==> src/rtl/ifetch_unit.sv <==
// Instruction fetch unit: program counter, single-outstanding imem read channel,
// and a small {pc, instr} FIFO feeding decode. Redirect flushes and restarts fetch.
module ifetch_unit #(
  parameter logic [31:0] RESET_PC = 32'h0000_0000,
  parameter int unsigned DEPTH    = 2
) (
  input  logic        clk,
  input  logic        rst_n,
  input  logic        redirect,
  input  logic [31:0] redirect_pc,
  output logic        imem_req_valid,
  output logic [31:0] imem_req_addr,
  input  logic        imem_req_ready,
  input  logic        imem_rsp_valid,
  input  logic [31:0] imem_rsp_data,
  output logic        fetch_valid,
  output logic [31:0] fetch_pc,
  output logic [31:0] fetch_instr,
  input  logic        fetch_ready
);

  localparam int unsigned AW = (DEPTH > 1) ? $clog2(DEPTH) : 1;
  localparam int unsigned CW = AW + 1;

  typedef enum logic [1:0] {
    S_ISSUE = 2'd0,
    S_WAIT  = 2'd1,
    S_DROP  = 2'd2
  } state_t;

  state_t          r_state;
  state_t          w_state_nxt;
  logic [31:0]     r_pc;
  logic [31:0]     w_pc_nxt;
  logic [31:0]     r_req_pc;
  logic            r_req_valid;
  logic            w_req_valid_nxt;
  logic [CW-1:0]   r_count;
  logic [CW-1:0]   w_count_nxt;
  logic [AW-1:0]   r_rd_ptr;
  logic [AW-1:0]   r_wr_ptr;
  logic            w_hs;
  logic            w_push;
  logic            w_pop;

  logic [31:0]     r_pc_q  [DEPTH];
  logic [31:0]     r_ins_q [DEPTH];

  assign w_hs = r_req_valid && imem_req_ready;

  // Next-state, next-pc and FIFO occupancy; redirect overrides everything.
  always_comb begin
    w_state_nxt     = r_state;
    w_pc_nxt        = r_pc;
    w_push          = 1'b0;
    w_pop           = (r_count != '0) && fetch_ready;
    w_count_nxt     = r_count;
    w_req_valid_nxt = 1'b0;

    case (r_state)
      S_ISSUE: begin
        if (w_hs) begin
          w_state_nxt = S_WAIT;
          w_pc_nxt    = r_pc + 32'd4;
        end
      end
      S_WAIT: begin
        if (imem_rsp_valid) begin
          w_push      = 1'b1;
          w_state_nxt = S_ISSUE;
        end
      end
      S_DROP: begin
        if (imem_rsp_valid) w_state_nxt = S_ISSUE;
      end
      default: w_state_nxt = S_ISSUE;
    endcase

    if (redirect) begin
      w_pc_nxt = redirect_pc & 32'hFFFF_FFFC;
      w_push   = 1'b0;
      w_pop    = 1'b0;
      case (r_state)
        S_ISSUE: w_state_nxt = w_hs ? S_DROP : S_ISSUE;
        S_WAIT,
        S_DROP:  w_state_nxt = imem_rsp_valid ? S_ISSUE : S_DROP;
        default: w_state_nxt = S_ISSUE;
      endcase
      w_count_nxt = '0;
    end else begin
      w_count_nxt = r_count + CW'(w_push) - CW'(w_pop);
    end

    w_req_valid_nxt = (w_state_nxt == S_ISSUE) && (w_count_nxt < CW'(DEPTH));
  end

  always_ff @(posedge clk or negedge rst_n) begin
    if (!rst_n) begin
      r_state     <= S_ISSUE;
      r_pc        <= RESET_PC;
      r_req_pc    <= RESET_PC;
      r_req_valid <= 1'b0;
      r_count     <= '0;
      r_rd_ptr    <= '0;
      r_wr_ptr    <= '0;
    end else begin
      r_state     <= w_state_nxt;
      r_pc        <= w_pc_nxt;
      r_req_valid <= w_req_valid_nxt;
      r_count     <= w_count_nxt;
      if (w_hs) r_req_pc <= r_pc;
      if (redirect) begin
        r_rd_ptr <= '0;
        r_wr_ptr <= '0;
      end else begin
        if (w_pop)  r_rd_ptr <= r_rd_ptr + AW'(1);
        if (w_push) r_wr_ptr <= r_wr_ptr + AW'(1);
      end
    end
  end

  // FIFO payload storage; contents are only observable while count != 0.
  always_ff @(posedge clk) begin
    if (w_push) begin
      r_pc_q[r_wr_ptr]  <= r_req_pc;
      r_ins_q[r_wr_ptr] <= imem_rsp_data;
    end
  end

  assign imem_req_valid = r_req_valid;
  assign imem_req_addr  = r_pc;
  assign fetch_valid    = (r_count != '0);
  assign fetch_pc       = fetch_valid ? r_pc_q[r_rd_ptr]  : 32'h0;
  assign fetch_instr    = fetch_valid ? r_ins_q[r_rd_ptr] : 32'h0;

endmodule

==> config.mk <==
export PLATFORM = sky130hd
export DESIGN_NAME = ifetch_unit
export DESIGN_NICKNAME = d
export VERILOG_FILES = /design/src/rtl/ifetch_unit.sv
export SDC_FILE = /design/constraint.sdc
export NUM_CORES = 1
export LEC_CHECK = 0
export CAP_MARGIN = 0
export CORE_MARGIN = 2
export CORE_UTILIZATION = 55
export CTS_CLUSTER_SIZE = 12
export DETAILED_ROUTE_END_ITERATION = 6
export GPL_TIMING_DRIVEN = 0
export PLACE_DENSITY = 0.85
export SLEW_MARGIN = 20
export SYNTH_ARGS = -nofsm -noshare
export SYNTH_HDL_FRONTEND = slang
export SYNTH_SLANG_ARGS = --single-unit
==> constraint.sdc <==
create_clock -name clk -period 8.82 [get_ports clk]
set_input_delay 1.764 -clock clk [delete_from_list [all_inputs] [get_ports clk]]
set_output_delay 1.764 -clock clk [all_outputs]
set_load 0.03 [all_outputs]
==> results.json <==
{
  "status": "completed",
  "antenna_found_initial": 0,
  "combPwrFrac_pct": 35.0,
  "grt_usage_pct": 23.86,
  "finalNonFillerCells": 966,
  "power.leakage_nw": 3.693,
  "cts_hold_buffers": 0,
  "yosysWarningCount": 0,
  "cts_tree": "yes",
  "rsz0062_at_grt": "no",
  "crit_fanout": 10,
  "ctsResizeCount": 0,
  "dieHeight_um": 124.1,
  "grt_pass1_wl_um": 27570,
  "cts.sinks": 191,
  "ctsHtreeMaxLevel": 4,
  "setup_viol": 0,
  "area_growth_pct": 32.87,
  "drt-vias-per-instance": 5.611,
  "hold_viol_final": 0,
  "remaining_drc_errors": 0,
  "whs_path_depth": 0,
  "switching_power_mw": 1.050,
  "seqPwrFrac_pct": 39.4,
  "start_kind": "flip-flop",
  "muxShareOfSynthArea_pct": 11.92,
  "synth-main-ff-cell": "edfxtp_1",
  "drt-total-wl_um": 17450,
  "io_pins": 168,
  "drtPass1Iterations": 5,
  "drt_iter0_drc": 408,
  "synthSimpleGateAreaFrac_pct": 10.66,
  "yosysUniqueCellTypes": 39,
  "die_x_um": 124.1,
  "grt_overflow": 0,
  "max_freq_ghz": 0.2138,
  "synth-compound-area-share_pct": 4.495,
  "ys_ff_latch": 191,
  "finalCritPeriodShare_pct": 53.04,
  "cp.required_ns": 7.06,
  "switching_share_pct": 34.51,
  "irDropWorstVdd_mv": 0.1640,
  "synthAdderAreaFrac_pct": 1.104,
  "syn_inst": 576,
  "reg2reg_from": "r_count[1]",
  "p_clk_share_pct": 25.6,
  "synthArstFlopShare_pct": 35.08,
  "power_density_mw_per_mm2": 288.7,
  "start_util_pct": 56.72,
  "min_path_type": "flip-flop to flip-flop",
  "finalMaxSlewViolations": 0,
  "synth-seq-area-share_pct": 68.06,
  "cp.arrival_ns": 2.91,
  "gp_congestion": 0.9460,
  "wl_per_cell_um": 18.06,
  "worst_clock_skew_ns": 0.01406,
  "synth_edf_count": 124,
  "clk_latency_ns": 0.43,
  "synth-xor-area-share_pct": 1.435,
  "maxSlewHeadroom_pct": 40.79,
  "cts_buffers": 17,
  "core_mm2": 0.01399,
  "drive_above_1_share_pct": 10.94,
  "path_class": "flip-flop to output port",
  "hold_start": "r_req_pc[4]",
  "final_nets": 850,
  "final_core_util_pct": 75.36,
  "postRouteAntennaNets": 0,
  "clock_path_buffers": 2,
  "worst_slack_ns": 4.142,
  "grt_pass1_vias": 5404,
  "max_slew.worst_pin.slew_ns": 0.8881,
  "dp_hpwl_um": 12510,
  "io_buffers": 160,
  "period_minus_slack_ns": 4.678,
  "endpoint_kind": "output port",
  "cp-startpoint": "r_rd_ptr",
  "avgSynthCellArea_um2": 13.77,
  "row_count": 43,
  "antennaDiodeCount": 0,
  "p_int_mw": 1.993,
  "cts_root_buf": "clkbuf_16",
  "r2r_cells": 10,
  "holdWs_ns": 0.4788,
  "netlist_area_mm2": 0.007934,
  "synth_top_family_by_area": "multiplexers",
  "drv_cap": 0,
  "postCtsSetupBuffers": 0,
  "grt_max_degree": 47,
  "placed_cells": 934,
  "clk_pin_slew_ns": 0.07,
  "vias": 5420,
  "die_area_mm2": 0.01540,
  "place_ws_ns": 4.559
}
[metrics by stage]
step / instance area [um2] / setup TNS [ns] / power, mW
after floorplan: 7945 / 0 / 1.834
after CTS: 10540 / 0 / 3.061
after global routing: 10540 / 0 / 3.179
after global placement: 9772 / -90.00 / 2.241
after detailed placement: 9931 / 0 / 2.279
final: 10540 / 0 / 3.043
[registers in the layout, summed over array words and instances, names as in the netlist]
signal	flops
imem_req_addr	30
imem_req_valid	1
r_count	2
r_ins_q	64
r_pc_q	60
r_rd_ptr	1
r_req_pc	30
r_state	2
r_wr_ptr	1
[power groups by stage]
stage / Combinational (mW) / Sequential [mW] / Clock (mW)
6_report: 1.07 / 1.20 / 0.778
5_1_grt: 1.14 / 1.21 / 0.826
4_1_cts: 1.08 / 1.20 / 0.787
3_5_place_dp: 1.06 / 1.21 / 0
3_3_place_gp: 1.04 / 1.20 / 0
2_1_floorplan: 0.624 / 1.21 / 0
[kinds of logic (layout without fill, tap and decap cells)]
family,after synthesis,in the layout
other cells,1,4
simple gates,176,176
buf+inv,42,249
fa+ha+maj,7,7
xor+xnor,13,13
flops,191,191
compound gates,55,55
mux,91,91
[Yosys cell counts (2+ instances only)]
library cell  count  area, um2
mux2i_1          63      630.6
o31ai_1          13      97.59
and2_1            3      18.77
nor2b_1           2      12.51
xor2_1            4      35.03
dfrtp_1          67       1677
o211ai_1          2      15.01
o31a_1            4      35.03
clkbuf_1         22      82.58
nand2_1          26      97.59
and4_1            5      43.79
edfxtp_1        124       3724
nor2_1           84      315.3
xnor2_1           9      78.83
nand3_1          14      70.07
o21ai_0          17      85.08
a31oi_1          16      100.1
inv_1             6      22.52
or3_1             3      18.77
or4_1            15      112.6
and3_1            3      18.77
mux2_2           28      315.3
nor3_1            5      25.02
nand4_1           6      37.54
nand2b_1          2      12.51
buf_1             8      30.03
buf_4             4      30.03
ha_1              7      87.58
nor4_1            4      25.02
[layout by cell type (no fill, tap or decap), drive strengths merged, types with 4 or more instances in the layout]
cell / instances
a31oi: 16
and4: 5
buf: 29
clkbuf: 41
clkdlybuf4s50: 159
clkinv: 4
conb: 4
dfrtp: 67
edfxtp: 124
ha: 7
inv: 12
mux2: 28
mux2i: 63
nand2: 27
nand3: 14
nand4: 7
nor2: 84
nor3: 5
nor4: 4
o21ai: 17
o31a: 4
o31ai: 13
or4: 16
xnor2: 9
xor2: 4
[per-layer routing]
layer / track usage [%] / part of all wire, % / vias up
met5: 0 / 0 / -
met4: 9.480 / 2.1 / 0
met3: 4.716 / 6.8 / 30
met2: 39.75 / 50 / 249
met1: 30.96 / 41 / 2609
li1: - / - / 2532
[worst max-delay path, cell delays in order, from the launching register on]
cell and delay, ns:
dfrtp_1 0.33, clkbuf_1 0.43, buf_1 0.73, mux2i_1 0.18, nor2_1 0.13, clkdlybuf4s50_1 0.69
[layout make-up]
type	count	area, um2
sequential	191	5400
fill	884	3447
multi-input combinational	346	2375
timing repair buffer	175	1750
clock buffer	19	464.2
tap	180	225.2
buffer	35	153.9
clock inverter	13	146.4
inverter	7	26.28
[worst paths after layout]
| path | to | slack (ns) |
|---|---|---|
| worst max-delay path | fetch_instr[29] | 4.14 |
| worst min-delay path | r_pc_q[0][4] | 0.48 |
| worst max register to register | imem_req_valid | 6.05 |
| worst min register to register | r_pc_q[0][4] | 0.48 |
| max in group asynchronous | imem_req_addr[7] | 7.07 |
| min in group asynchronous | imem_req_addr[31] | 1.22 |
Power figures use the tool's default switching activity.
